### src/rtl/seven_segment_to_priority_decoder_pkg.sv
// Shared constants and types for the 7-segment to priority-index decoder.
// Holds the legal code table, the none pattern, the reset token for `last`, and the FSM state enum.
package seg_dec_pkg;

  // Entry i is the gfedcba code displayed for priority index i.
  localparam logic [7:0][6:0] SEG_CODES = {
    7'b0000111, 7'b1111101, 7'b1101101, 7'b1100110,
    7'b1001111, 7'b1011011, 7'b0000110, 7'b0111111
  };

  localparam logic [7:0] NONE_PAT   = 8'b1000_0000;  // {none, gfedcba}
  // Bit 8 set: never equal to a real 8-bit sample, so the first stable pattern is always new.
  localparam logic [8:0] LAST_TOKEN = 9'h100;

  typedef enum logic {
    TRACK,
    EMIT
  } state_e;

  typedef struct packed {
    logic       legal;
    logic       is_none;
    logic [2:0] index;
  } dec_t;

  function automatic dec_t seg_decode(input logic [7:0] pat);
    dec_t r;
    r = '0;
    if (pat == NONE_PAT) begin
      r.legal   = 1'b1;
      r.is_none = 1'b1;
    end else if (!pat[7]) begin
      for (int unsigned i = 0; i < 8; i++) begin
        if (pat[6:0] == SEG_CODES[i]) begin
          r.legal = 1'b1;
          r.index = 3'(i);
        end
      end
    end
    return r;
  endfunction

endpackage

### src/rtl/seven_segment_to_priority_decoder_if.sv
// Valid/ready output port carrying the decoded priority word.
// The decoder drives it through the master modport; the consumer uses the slave modport.
interface seven_segment_to_priority_decoder_if;
  logic       out_valid;
  logic       out_ready;
  logic [2:0] index;
  logic [7:0] data;
  logic       is_none;

  modport master (output out_valid, output index, output data, output is_none, input out_ready);
  modport slave  (input out_valid, input index, input data, input is_none, output out_ready);
endinterface

### src/rtl/seven_segment_to_priority_decoder_filter.sv
// seg_stable_filter: optional 2-flop synchronizer (SEGDEC_SYNC_EN), sample register S,
// saturating stability counter and last-accepted pattern; strobes `accept` with the pattern.
module seg_stable_filter
  import seg_dec_pkg::*;
#(
  parameter int unsigned STABLE_CYCLES = 4
) (
  input  logic       clk,
  input  logic       rst,
  input  logic [6:0] segments,
  input  logic       none,
  output logic       accept,
  output logic [7:0] pattern
);

  localparam logic [7:0] STABLE = 8'(STABLE_CYCLES);

  logic [7:0] sample;

`ifdef SEGDEC_SYNC_EN
  logic [7:0] sync1_q, sync1_d, sync2_q, sync2_d;

  always_comb begin
    sync1_d = {none, segments};
    sync2_d = sync1_q;
  end

  always_ff @(posedge clk or posedge rst) begin
    if (rst) begin
      sync1_q <= '0;
      sync2_q <= '0;
    end else begin
      sync1_q <= sync1_d;
      sync2_q <= sync2_d;
    end
  end

  assign sample = sync2_q;
`else
  assign sample = {none, segments};
`endif

  logic [7:0] s_q, s_d;
  logic [7:0] cnt_q, cnt_d;
  logic [8:0] last_q, last_d;

  // Acceptance is judged on the next-state values so the top can register the
  // word on the same edge the counter reaches STABLE_CYCLES.
  always_comb begin
    s_d   = sample;
    cnt_d = cnt_q;
    if (sample != s_q) begin
      cnt_d = 8'd1;
    end else if (cnt_q < STABLE) begin
      cnt_d = cnt_q + 8'd1;
    end
    accept  = (cnt_d == STABLE) && ({1'b0, s_d} != last_q);
    pattern = s_d;
    last_d  = accept ? {1'b0, s_d} : last_q;
  end

  always_ff @(posedge clk or posedge rst) begin
    if (rst) begin
      s_q    <= '0;
      cnt_q  <= '0;
      last_q <= LAST_TOKEN;
    end else begin
      s_q    <= s_d;
      cnt_q  <= cnt_d;
      last_q <= last_d;
    end
  end

endmodule

### src/rtl/seven_segment_to_priority_decoder.sv
// Decodes a stable 7-segment pattern into a priority index / one-hot word on a valid/ready port.
// Define SEGDEC_SYNC_EN to add a 2-flop input synchronizer (+2 cycles latency).
module seven_segment_to_priority_decoder
  import seg_dec_pkg::*;
#(
  parameter int unsigned STABLE_CYCLES = 4
) (
  input  logic                                   clk,
  input  logic                                   rst,
  input  logic [6:0]                             segments,
  input  logic                                   none,
  seven_segment_to_priority_decoder_if.master    dec,
  output logic                                   err,
  output logic                                   overrun
);

  logic       accept;
  logic [7:0] pattern;

  seg_stable_filter #(
    .STABLE_CYCLES(STABLE_CYCLES)
  ) u_filter (
    .clk      (clk),
    .rst      (rst),
    .segments (segments),
    .none     (none),
    .accept   (accept),
    .pattern  (pattern)
  );

  state_e     state_q, state_d;
  logic [2:0] index_q, index_d;
  logic [7:0] data_q, data_d;
  logic       is_none_q, is_none_d;
  logic       err_q, err_d;
  logic       overrun_q, overrun_d;
  dec_t       dec_w;
  logic       hs;
  logic       load;

  // A legal word loads when the port is free or being drained this same cycle.
  always_comb begin
    dec_w     = seg_decode(pattern);
    hs        = (state_q == EMIT) && dec.out_ready;
    load      = accept && dec_w.legal && ((state_q == TRACK) || hs);
    state_d   = state_q;
    index_d   = index_q;
    data_d    = data_q;
    is_none_d = is_none_q;
    err_d     = accept && !dec_w.legal;
    overrun_d = overrun_q;
    if (load) begin
      state_d   = EMIT;
      index_d   = dec_w.index;
      is_none_d = dec_w.is_none;
      data_d    = dec_w.is_none ? 8'h00 : (8'h01 << dec_w.index);
    end else if (hs) begin
      state_d = TRACK;
    end
    if (accept && dec_w.legal && (state_q == EMIT) && !hs) begin
      overrun_d = 1'b1;
    end
  end

  always_ff @(posedge clk or posedge rst) begin
    if (rst) begin
      state_q   <= TRACK;
      index_q   <= '0;
      data_q    <= '0;
      is_none_q <= 1'b0;
      err_q     <= 1'b0;
      overrun_q <= 1'b0;
    end else begin
      state_q   <= state_d;
      index_q   <= index_d;
      data_q    <= data_d;
      is_none_q <= is_none_d;
      err_q     <= err_d;
      overrun_q <= overrun_d;
    end
  end

  assign dec.out_valid = (state_q == EMIT);
  assign dec.index     = index_q;
  assign dec.data      = data_q;
  assign dec.is_none   = is_none_q;
  assign err           = err_q;
  assign overrun       = overrun_q;

endmodule

### src/flat_wrapper.sv
// flat-port wrapper written by rule: the top's interface ports become plain ports
module seven_segment_to_priority_decoder_flat import seg_dec_pkg::*;
#(
  parameter int unsigned STABLE_CYCLES = 4
)
  (clk, rst, segments, none, err, overrun, dec_out_valid, dec_index, dec_data, dec_is_none, dec_out_ready);
  seven_segment_to_priority_decoder_if dec_i ();
  input  logic clk;
  input  logic rst;
  input  logic [6:0] segments;
  input  logic none;
  output logic err;
  output logic overrun;
  output wire logic [$bits(dec_i.out_valid)-1:0] dec_out_valid;
  output wire logic [$bits(dec_i.index)-1:0] dec_index;
  output wire logic [$bits(dec_i.data)-1:0] dec_data;
  output wire logic [$bits(dec_i.is_none)-1:0] dec_is_none;
  input wire logic [$bits(dec_i.out_ready)-1:0] dec_out_ready;
  assign dec_out_valid = dec_i.out_valid;
  assign dec_index = dec_i.index;
  assign dec_data = dec_i.data;
  assign dec_is_none = dec_i.is_none;
  assign dec_i.out_ready = dec_out_ready;
  seven_segment_to_priority_decoder #(.STABLE_CYCLES(STABLE_CYCLES)) u_core (.clk(clk), .rst(rst), .segments(segments), .none(none), .dec(dec_i), .err(err), .overrun(overrun));
endmodule
### config.mk
export PLATFORM = sky130hd
export DESIGN_NAME = seven_segment_to_priority_decoder_flat
export DESIGN_NICKNAME = d
export VERILOG_FILES = /design/src/rtl/seven_segment_to_priority_decoder_pkg.sv /design/src/rtl/seven_segment_to_priority_decoder_if.sv /design/src/rtl/seven_segment_to_priority_decoder_filter.sv /design/src/rtl/seven_segment_to_priority_decoder.sv /design/src/flat_wrapper.sv
export SDC_FILE = /design/constraint.sdc
export NUM_CORES = 1
export LEC_CHECK = 0
export ABC_CLOCK_PERIOD_IN_PS = 2200
export CAP_MARGIN = 5
export CORE_MARGIN = 4
export CORE_UTILIZATION = 50
export CTS_BUF_LIST = sky130_fd_sc_hd__clkbuf_4 sky130_fd_sc_hd__clkbuf_8
export CTS_CLUSTER_SIZE = 20
export DETAILED_ROUTE_END_ITERATION = 10
export PLACE_DENSITY_LB_ADDON = 0.25
export REMOVE_ABC_BUFFERS = 1
export SYNTH_ARGS = -nofsm -noshare
export SYNTH_HDL_FRONTEND = slang
export SYNTH_SLANG_ARGS = --single-unit
### constraint.sdc
create_clock -name clk -period 2.2 [get_ports clk]
set_input_delay 0.22 -clock clk [delete_from_list [all_inputs] [get_ports clk]]
set_output_delay 0.22 -clock clk [all_outputs]
set_load 0.02 [all_outputs]
### Word-level counts from Yosys, hierarchy flattened

Cells that the tools add are included.
W data, S select, Z words.

* bits in registers: 40
* output and inout bits: 15

* add/subtract/negate cells: 1
* magnitude comparators: 1
* equality and inequality tests: 12
* shifts and indexed selects: 1
* mux-type cells: 25
* bitwise gates (word level): 1
* reduce and logical (&&, ||, !) cells: 11

Operator list (count)
* $eq A7 B7 Y1 const B: 5
* $mux W8: 3
* $mux W3: 6
* $eq A7 B3 Y1 const B: 2
* $mux W1: 14
* $ne A8 B9 Y1: 1
* $add A8 B1 Y8 const B: 1
* $eq A8 B3 Y1 const B: 1
* $eq A8 B8 Y1 const B: 1
* $lt A8 B3 Y1 const B: 1
* $ne A8 B8 Y1: 1
* $shl A1 B3 Y8 const A: 1
* $eq A7 B6 Y1 const B: 1
* $logic_and A1 B1 Y1: 7
* $mux W2: 2
* $logic_not A1 Y1: 2
* $reduce_bool A2 Y1: 1
* $logic_or A1 B1 Y1: 1
* $not A1 Y1: 1

### Depth between registers and ports, before layout

Gate-level depths: netlist (run 1).

* depth in word-level cells: 14
* gate-level depth with buffers: 9

### By module

A second synthesis (run 1) with hierarchy kept.

* cells, all modules: 170
* area, all modules: 2031.9 um2

Modules (own cells, without submodules)
* seg_stable_filter: times used 1, cells an instance 86, area an instance 1126.1 um2
* seven_segment_to_priority_decoder: times used 1, cells an instance 84, area an instance 905.9 um2

### Worst setup path before layout (run 1)

OpenSTA, ideal clock, no wires.

* path type: register to register
* from: register u_core.u_filter.cnt_q[5]
* to: register u_core.data_q[0], in the netlist u_core.dec.data[0]
* arrival time: 2197 ps
* required time: 2075 ps
* slack: -122 ps
* stages on the path, launching flop included: 8
* buffers on the path: 1
* clock period less this slack: 2322 ps
* cell sequence: dfrtp_1 or4_4 or3_4 xor2_2 nand4_4 nand3b_4 buf_12 mux2_4

* cells in the longest elaborated chain, start to end: 7

RTL lines
* start, declared: line seven_segment_to_priority_decoder_filter.sv:44 `logic [7:0] cnt_q, cnt_d;`
* start signal, assigned: line seven_segment_to_priority_decoder_filter.sv:69 `cnt_q <= cnt_d;`
* $add A8 B1 Y8 / $lt A8 B3 Y1 (equally long branches): line seven_segment_to_priority_decoder_filter.sv:55, seven_segment_to_priority_decoder_filter.sv:54
* $mux W8 (*): line seven_segment_to_priority_decoder_filter.sv:54 `end else if (cnt_q < STABLE) begin`
* $mux W8 (*): line seven_segment_to_priority_decoder_filter.sv:52 `if (sample != s_q) begin`
* $eq A8 B3 Y1 (*): line seven_segment_to_priority_decoder_filter.sv:57 `accept = (cnt_d == STABLE) && ({1'b0, s_d} != last_q);`
* $logic_and A1 B1 Y1 (*): line seven_segment_to_priority_decoder_filter.sv:57
* $logic_and A1 B1 Y1 (*) (2 in series): line seven_segment_to_priority_decoder.sv:45 `load = accept && dec_w.legal && ((state_q == TRACK) || hs);`
* end signal, assigned: line seven_segment_to_priority_decoder.sv:76 `data_q <= data_d;`
* end, declared: line seven_segment_to_priority_decoder.sv:33 `logic [7:0] data_q, data_d;`

Mark *: on every way between the ends. The rest lies on a longest branch, timed or not.
A chain may end at the register's enable or synchronous reset.

### Worst setup path in the final report (run 1)

* from: register u_core.u_filter.cnt_q[5]
* to: register u_core.index_q[0], in the netlist u_core.dec.index[0]

* cells in the longest elaborated chain, start to end: 7

RTL lines
* $add A8 B1 Y8 / $lt A8 B3 Y1 (equally long branches): line seven_segment_to_priority_decoder_filter.sv:55, seven_segment_to_priority_decoder_filter.sv:54
* $mux W8 (*): line seven_segment_to_priority_decoder_filter.sv:54
* $mux W8 (*): line seven_segment_to_priority_decoder_filter.sv:52
* $eq A8 B3 Y1 (*): line seven_segment_to_priority_decoder_filter.sv:57
* $logic_and A1 B1 Y1 (*): line seven_segment_to_priority_decoder_filter.sv:57
* $logic_and A1 B1 Y1 (*) (2 in series): line seven_segment_to_priority_decoder.sv:45
* end signal, assigned: line seven_segment_to_priority_decoder.sv:75 `index_q <= index_d;`
* end, declared: line seven_segment_to_priority_decoder.sv:32 `logic [2:0] index_q, index_d;`

Marked as above.

==> summary.txt, run 1 <==
Sequential area share after synthesis -> 0.491
RSZ-0062 raised after global routing -> yes
CTS Buf Count -> 5
Via density -> 5.21
Sw Share -> 0.233
Max Clock Freq -> 431 MHz
Hold_buf cts -> 0
HP Class -> in2async
CP Cell Sequence -> or4_4 > or3_4 > xor2_4 > nand4_4 > nand3b_4 > mux2_4
R2R Setup Slk -> -0.12 ns
Initial DRC count -> 58
Post-Place Worst Slack -> -0.428 ns
Gr usage total -> 0.181
Max-cap violation count -> 0
LEAKAGE -> 1.22 nW
R2r worst-path depth -> 6
Synthesized flop and latch total -> 40
Max-slew violations -> 0
Routed Wire Length -> 4180 µm
Vias post-DR -> 1434
Crit Reg-Reg Endpoint -> u_core.dec.index[0]
Async S/R FF share, synth -> 1.00
Tmin final -> 2.32 ns
Clk_skew -> 0.00860 ns
GRT overflow -> 0
CTS sink cnt -> 40
Worst setup path startpoint -> u_core.u_filter.cnt_q[5]
Critical path type -> reg2reg
P_sw -> 0.000322 W
Mapped Area -> 2040 µm²
Core area -> 3800 µm²
I/O pin cnt -> 26
Maximum vdd drop -> 0.000362 V
Failing checks -> setup timing
Detailed Place HPWL -> 3040 µm
Final worst slack -> -0.123 ns
Routability cong. -> 0.807
Fin. Hold Viols -> 0
Power share of the clock group -> 0.360
# DRC -> 0
Area Overhead vs Synth -> 31.2%
Starting density of the core -> 0.538
Logic pwr share -> 0.101
Worst-case clock buffer depth -> 2
Worst slew pin tran -> 0.571 ns
Reg2reg start -> u_core.u_filter.cnt_q[5]
WP data required -> 2.38 ns
Die H -> 71.9 µm
TritonCTS clock tree -> done
Placed Cells -> 264
Slowest cell on crit path -> or4_4
Row cnt -> 22
Max transition margin -> 0.618
Die width -> 71.9 µm
WP buf/inv -> 0
Internal cell power -> 0.00106 W
Mapped Cells -> 168
Post-DR wirelength/cell -> 15.2 µm
Run status -> finished with violations
First-pass GRT wire length -> 7160 µm
Diode count -> 0
Critical path's top delay family -> simple AND/OR/NAND/NOR gates
Initial antenna violation count -> 0
Synth cell types -> 52
Non-Filler Instances -> 275
Crit Path Max Fanout -> 6
Share of cells above drive strength 1 -> 0.322
Finish-stage setup viols -> 20
Largest net degree at the start of global routing -> 41
Top_reg_cell synth -> dfrtp_1
Power density cells -> 517 nW/µm²
Post-synth EDFFs -> 0
Syn Area/Cell -> 12.2 µm²
Total Nets Final -> 238
Crit path to -> u_core.dec.index[0]
Number of global-route vias before repair -> 1488
Clk_lat worst skew -> 0.30 ns
I/O Buffers -> 25
CTS H-tree lvls -> 2
Max incr delay on CP -> 0.53 ns
Cell count along the critical path -> 6
Synth warn -> 0
Post-DRT Antenna Nets -> 0
Startpoint Class -> flop
Die ar. -> 5170 µm²
Final worst path period share -> 1.06
Sequential Power Share -> 0.539
Clock-pin slew on the worst setup and hold paths -> 0.08 ns
Clock root cell -> clkbuf_8
Arrival time at the worst endpoint -> 2.50 ns
1st-pass router iterations -> 4
Critical Path End Type -> flop
flip-flops by register name, indices dropped and copies added, names as in the netlist:
register and cells:
u_core.dec.data 8, u_core.dec.index 3, u_core.dec.is_none 1, u_core.dec.out_valid 1, u_core.err 1, u_core.overrun 1
u_core.u_filter.cnt_q 8, u_core.u_filter.last_q 9, u_core.u_filter.s_q 8
power by group through the flow:
| stage | registers (W) | clock network (W) | logic, W |
|---|---|---|---|
| floorplan | 0.000760 | 0 | 0.0000534 |
| CTS | 0.000746 | 0.000514 | 0.000139 |
| global placement | 0.000760 | 0 | 0.000134 |
| global route | 0.000746 | 0.000551 | 0.000154 |
| finish | 0.000746 | 0.000498 | 0.000140 |
| detailed placement | 0.000760 | 0 | 0.000138 |
timing repair:
item                                    in CTS  in global routing
gates cloned                                 1                  0
buffers inserted                             1                  1
endpoints found under the hold margin        0                  0
resized for setup                            4                  1
endpoints found under the setup margin      21                 21
cells in the mapped netlist (2+ instances only):
cell type  instances  area share
inv_1              4      0.0074
nand2_1            8       0.015
or4b_1             2      0.0098
mux2_2             9       0.050
xnor2_1           16       0.069
nand3_1            3      0.0074
a21oi_1            3      0.0074
nand2b_1           2      0.0061
nand4_1            3      0.0092
buf_2              6       0.015
a211oi_1           2      0.0074
a31oi_1            2      0.0061
buf_4              2      0.0074
nor3_1             5       0.012
nor3b_1            2      0.0074
mux2i_1            2      0.0098
mux2_4             9       0.066
nor2_1             9       0.017
nand3b_1           2      0.0074
and2_1             6       0.018
or3_1              2      0.0061
dfrtp_1           39        0.48
layout by cell type, fill, tap and decap left out, types with 2 or more instances in the layout:
cell and count:
nor2_1 9, or3_1 2, nand2b_1 2, or4b_1 2, nand3b_1 2, mux2i_1 2, a211oi_1 2, a31oi_1 2
xnor2_1 16, dfrtp_1 39, nand2_1 8, a21oi_1 3, inv_1 4, and2_1 6, nor3b_1 2, mux2_4 9
clkbuf_8 6, clkdlybuf4s50_1 25, nand3b_4 2, clkinv_2 2, nor3_1 5, mux2_2 9, nand3_1 3, buf_6 2
nand4_1 3, buf_4 34
final cells by class:
| cell class | count | area, µm² |
|---|---|---|
| clock buffer | 6 | 82.6 |
| inverter | 4 | 15.0 |
| multi-input combinational | 114 | 981 |
| clock inverter | 2 | 10.0 |
| tap | 48 | 60.1 |
| timing repair buffer | 61 | 528 |
| sequential | 40 | 1000 |
| fill | 270 | 1120 |
logic make-up (layout without fill, tap and decap cells):
kind of cell / after synthesis / after routing / synth area share
fa+ha+maj: 1 / 1 / 0.00613
simple gates: 59 / 60 / 0.195
mux: 20 / 20 / 0.126
buf+inv: 15 / 73 / 0.0472
xor+xnor: 18 / 18 / 0.0809
flops: 40 / 40 / 0.491
compound gates: 15 / 15 / 0.0545
routing by layer:
| layer | vias to the layer above | share of wire | GRT usage |
|---|---|---|---|
| met5 | - | 0 | 0 |
| met4 | 0 | 0.015 | 0.0626 |
| met3 | 7 | 0.033 | 0.0429 |
| met2 | 21 | 0.51 | 0.315 |
| met1 | 698 | 0.44 | 0.219 |
| li1 | 708 | - | - |
worst min-delay path by stage:
stage,from,end,slack (ns)
floorplan,segments[0],u_core.u_filter.s_q[0],0.25
global placement,u_core.overrun,u_core.overrun,0.46
detailed placement,u_core.u_filter.cnt_q[4],u_core.u_filter.cnt_q[4],0.48
CTS,rst,u_core.dec.data[6],0.36
global route,rst,u_core.dec.data[5],0.40
finish,rst,u_core.dec.data[6],0.35
worst register-to-register path, cell delays in order (launching register included):
cell	delay [ns]
dfrtp_1	0.38
or4_4	0.53
or3_4	0.38
xor2_4	0.18
nand4_4	0.14
nand3b_4	0.26
mux2_4	0.33
per-stage QoR:
step / setup TNS (ns) / cell area (µm²) / utilization / total power [W] / hold slack (ns)
after floorplan: -2.39 / 1960 / - / 0.000813 / 0.251
after global placement: -5.67 / 2530 / 0.665 / 0.000894 / 0.458
after detailed placement: -7.41 / 2530 / 0.665 / 0.000898 / 0.477
after CTS: -1.60 / 2670 / 0.702 / 0.00140 / 0.355
after global routing: -2.95 / 2680 / 0.705 / 0.00145 / 0.396
final: -1.32 / 2680 / 0.705 / 0.00138 / 0.351
Power figures use the tool's default switching activity.
==> run 2, diff against run 1 <==
Settings changed: ABC_CLOCK_PERIOD_IN_PS 2200 to 2540, CORE_MARGIN 4 to unset, CORE_UTILIZATION 50 to 53.
Clock period 2.2 ns to 2.54 ns, I/O delays scaled along.
==> run 2 against run 1 <==
  * The flow now finishes without violations
  * Fmax decreased by 4.5%
  * Cell area decreased by 5.0%
  * Clock skew down 0.0045 ns
  * Sequential share of layout area increased by 2.0 points
  * Critical path type unchanged
  * Largest power group unchanged
==> summary.txt, run 2 (synthesis results as in run 1) <==
Run status -> complete, no violations
Max-cap violation count -> 0
First-pass GRT wire length -> 6820 µm
Initial DRC count -> 48
Max incr delay on CP -> 0.54 ns
RSZ-0062 raised after global routing -> no
I/O Buffers -> 25
Worst-case clock buffer depth -> 2
Post-Place Worst Slack -> -0.118 ns
Reg2reg start -> u_core.u_filter.cnt_q[5]
Largest Register -> u_core.u_filter.last_q
Routability cong. -> 0.802
Max-slew violations -> 0
Area Overhead vs Synth -> 24.6%
CTS sink cnt -> 40
Crit Path Max Fanout -> 12
Die H -> 64.1 µm
R2r worst-path depth -> 6
LEAKAGE -> 1.15 nW
Hold WS -> 0.376 ns
R2R Setup Slk -> 0.11 ns
WP data required -> 2.72 ns
Power density cells -> 470 nW/µm²
Worst slew pin tran -> 0.591 ns
Max reg flops -> 9
Resized cells post-CTS -> 0
GRT overflow -> 0
Via density -> 5.41
Hold_buf cts -> 0
CTS H-tree lvls -> 2
Clock-pin slew on the worst setup and hold paths -> 0.07 ns
Fin. Hold Viols -> 0
Row cnt -> 22
Finish-stage setup viols -> 0
Max transition margin -> 0.604
Post-CTS setup buffer count -> 0
Most frequent cells in the layout -> 39 x dfrtp_1, 25 x clkdlybuf4s50_1, 24 x buf_4, 16 x xnor2_1
Critical Path End Type -> flop
Diode count -> 0
1st-pass router iterations -> 4
Critical path type -> reg2reg
I/O pin cnt -> 26
Final worst path period share -> 0.958
TritonCTS clock tree -> done
Max Clock Freq -> 411 MHz
Total Nets Final -> 225
Power, Total -> 0.00120 W
Post-DRT Antenna Nets -> 0
Largest net degree at the start of global routing -> 41
Clk_lat worst skew -> 0.29 ns
Tmin final -> 2.43 ns
CP Cell Sequence -> or4_4 > or3_4 > xor2_2 > nand4_4 > nand3b_4 > mux2_4
Die width -> 64.1 µm
Routed Wire Length -> 4030 µm
Final worst slack -> 0.107 ns
Placed inst area -> 2450 µm²
Commonest non-fill, non-tap cell in the layout -> dfrtp_1
Crit Reg-Reg Endpoint -> u_core.dec.data[6]
Detailed Place HPWL -> 3010 µm
Maximum vdd drop -> 0.000279 V
# DRC -> 0
Initial antenna violation count -> 0
Clock root cell -> clkbuf_8
Arrival time at the worst endpoint -> 2.61 ns
Final Instance Area -> 2540 µm²
Vias post-DR -> 1418
Core area -> 3690 µm²
CTS Buf Count -> 5
Die ar. -> 4100 µm²
Post-DR wirelength/cell -> 15.4 µm
Share of cells above drive strength 1 -> 0.276
Slowest cell on crit path -> or4_4
Number of global-route vias before repair -> 1488
Final core utilization -> 0.690
HP Class -> in2async
Startpoint Class -> flop
Clk_skew -> 0.00409 ns
Gr usage total -> 0.228
Starting density of the core -> 0.554
## run 2: final cells by class
class | instances | area, µm²
Clock buffer | 6 | 82.6
Clock inverter | 2 | 10.0
Fill cell | 297 | 1140
Inverter | 4 | 15.0
Multi-Input combinational cell | 113 | 943
Sequential cell | 40 | 1000
Tap cell | 48 | 60.1
Timing Repair Buffer | 49 | 430
## run 2: power breakdown
group	total (W)	switching, W	internal (W)	leakage, nW
Clock	0.000433	0.000216	0.000217	0.0510
Sequential	0.000647	0.00000335	0.000643	0.526
Combinational	0.000116	0.0000602	0.0000560	0.571
Total	0.00120	0.000280	0.000916	1.15
## run 2: metrics by stage
step | std cells | TNS (ns)
6_report | 262 | 0
5_1_grt | 262 | 0
4_1_cts | 262 | 0
3_5_place_dp | 254 | -1.23
3_3_place_gp | 254 | -0.133
2_1_floorplan | 157 | 0
## run 2: worst max path at each step
stage,from,to
3_3_place_gp,segments[3],u_core.dec.data[6]
5_1_grt,u_core.u_filter.cnt_q[5],u_core.dec.data[6]
4_1_cts,u_core.u_filter.cnt_q[5],u_core.dec.data[6]
2_1_floorplan,u_core.u_filter.cnt_q[5],u_core.dec.data[0]
6_report,u_core.u_filter.cnt_q[5],u_core.dec.data[6]
3_5_place_dp,segments[4],u_core.dec.data[6]
## run 2: worst max-delay path: cells and delay by family, from the launching register on
family / cells / cell delay [ns]
xor+xnor: 1 / 0.22
mux: 1 / 0.36
flops: 1 / 0.38
simple gates: 4 / 1.34
## run 2: metal layers
metal | vias to the layer above | GRT usage | routed length, µm
met5 | - | 0 | 0
met4 | 0 | 0.111 | 92
met3 | 8 | 0.0518 | 164
met2 | 41 | 0.398 | 2080
met1 | 688 | 0.261 | 1700
li1 | 681 | - | -
==> run 3, diff against run 2 <==
Settings changed: CTS_BUF_LIST sky130_fd_sc_hd__clkbuf_4 sky130_fd_sc_hd__clkbuf_8 to sky130_fd_sc_hd__clkbuf_16.
==> run 3 against run 2 <==
  * Clock skew shrank 0.00075 ns
  * Sequential share of layout area is 0.80 points lower
  * Utilization increased by 1.4 points
  * Sequential power hardly changed
==> summary.txt, run 3 (synthesis results as in run 1) <==
Run status -> complete, no violations
WP data required -> 2.70 ns
R2R Setup Slk -> 0.11 ns
Largest Register -> u_core.u_filter.last_q
Max transition margin -> 0.603
Power, Total -> 0.00135 W
Via density -> 5.45
Worst slew pin tran -> 0.593 ns
Routability cong. -> 0.802
Max Clock Freq -> 411 MHz
Row cnt -> 22
Clock root cell -> clkbuf_16
Clock-pin slew on the worst setup and hold paths -> 0.05 ns
Max-slew violations -> 0
# DRC -> 0
Clk_lat worst skew -> 0.28 ns
Initial DRC count -> 106
Detailed Place HPWL -> 3010 µm
Sw Share -> 0.217
Commonest non-fill, non-tap cell in the layout -> dfrtp_1
GR Util met3 -> 0.0446
Fill cells -> 292
Gr usage total -> 0.230
Critical path type -> reg2reg
GRT overflow -> 0
Fin. Hold Viols -> 0
R2r worst-path depth -> 6
Total Nets Final -> 225
Max reg flops -> 9
Met1 usage -> 0.268
Arrival time at the worst endpoint -> 2.59 ns
Core area -> 3690 µm²
CTS H-tree lvls -> 2
Crit Reg-Reg Endpoint -> u_core.dec.data[6]
Diode count -> 0
Post-CTS setup buffer count -> 0
Tmin final -> 2.43 ns
Reg2reg start -> u_core.u_filter.cnt_q[5]
Logic pwr share -> 0.087
Crit Path Max Fanout -> 12
Critical Path End Type -> flop
First-pass GRT wire length -> 6870 µm
Max-cap violation count -> 0
Post-DRT Antenna Nets -> 0
Most frequent cells in the layout -> 39 x dfrtp_1, 25 x clkdlybuf4s50_1, 24 x buf_4, 16 x xnor2_1
HP Class -> in2async
Initial antenna violation count -> 0
Die ar. -> 4100 µm²
Met2 GRT Util -> 0.406
CTS sink cnt -> 40
Worst-case clock buffer depth -> 2
Hold WS -> 0.392 ns
Sequential Power Share -> 0.480
1st-pass router iterations -> 4
Post-DR wirelength/cell -> 15.4 µm
Startpoint Class -> flop
Most used routing layer -> met2
Final worst path period share -> 0.958
Share of cells above drive strength 1 -> 0.276
Vias post-DR -> 1428
Routed Wire Length -> 4040 µm
Power share of the clock group -> 0.433
Power density cells -> 520 nW/µm²
CTS Buf Count -> 5
Maximum vdd drop -> 0.000372 V
Die H -> 64.1 µm
TritonCTS clock tree -> done
Largest net degree at the start of global routing -> 41
I/O Buffers -> 25
LEAKAGE -> 1.17 nW
Area Overhead vs Synth -> 27.1%
Number of global-route vias before repair -> 1462
Finish-stage setup viols -> 0
P_sw -> 0.000293 W
Die width -> 64.1 µm
Starting density of the core -> 0.554
I/O pin cnt -> 26
Clk_skew -> 0.00334 ns
Internal cell power -> 0.00106 W
RSZ-0062 raised after global routing -> no
run 3: worst max-delay path by stage:
| stage | from | endpoint | slack, ns | depth (start not counted) |
|---|---|---|---|---|
| 6_report | u_core.u_filter.cnt_q[5] | u_core.dec.data[6] | 0.11 | 6 |
| 5_1_grt | u_core.u_filter.cnt_q[5] | u_core.dec.data[6] | 0.02 | 6 |
| 4_1_cts | u_core.u_filter.cnt_q[5] | u_core.dec.data[6] | 0.1 | 6 |
| 3_5_place_dp | segments[4] | u_core.dec.data[6] | -0.12 | 8 |
| 3_3_place_gp | segments[3] | u_core.dec.data[6] | -0.02 | 7 |
| 2_1_floorplan | u_core.u_filter.cnt_q[5] | u_core.dec.data[0] | 0.12 | 6 |
run 3: final cells by class:
| class | count | area (µm²) | area share |
|---|---|---|---|
| tap | 48 | 60.1 | 0.0231 |
| multi-input combinational | 113 | 950 | 0.366 |
| inverter | 4 | 15.0 | 0.00578 |
| timing repair buffer | 49 | 430 | 0.166 |
| clock buffer | 5 | 125 | 0.0482 |
| clock inverter | 3 | 13.8 | 0.00530 |
| sequential | 40 | 1000 | 0.386 |
run 3: metal layers:
layer	wire length, µm	vias up
met4	67	0
met3	145	7
met1	1700	706
met5	0	-
met2	2140	32
li1	-	683
run 3: timing repair:
action / in CTS / in global routing
endpoints found under the hold margin: 0 / 0
resized for setup: 0 / 1
endpoints found under the setup margin: 0 / 12
hold buffers: 0 / 0
run 3: per-stage QoR:
stage / utilization / std cells / TNS, ns / instance area (µm²) / setup WS [ns]
after global placement: 0.665 / 254 / -0.133 / 2450 / -0.0158
after global routing: 0.704 / 262 / 0 / 2600 / 0.0158
final: 0.704 / 262 / 0 / 2600 / 0.107
after floorplan: - / 157 / 0 / 1960 / 0.122
after CTS: 0.702 / 262 / 0 / 2590 / 0.0996
after detailed placement: 0.665 / 254 / -1.23 / 2450 / -0.118
run 3: worst max-delay path, stage by stage, from the launching register on:
cell and delay, ns:
dfrtp_1 0.38, or4_4 0.54, or3_4 0.36, xor2_2 0.22, nand4_4 0.13, nand3b_4 0.31, mux2_4 0.36
run 3: power by group through the flow:
stage,sequential (W),combinational (W),clock (W)
6_report,0.000648,0.000117,0.000585
5_1_grt,0.000648,0.000129,0.000626
4_1_cts,0.000648,0.000118,0.000600
3_5_place_dp,0.000659,0.000117,0
3_3_place_gp,0.000658,0.000112,0
2_1_floorplan,0.000658,0.0000462,0
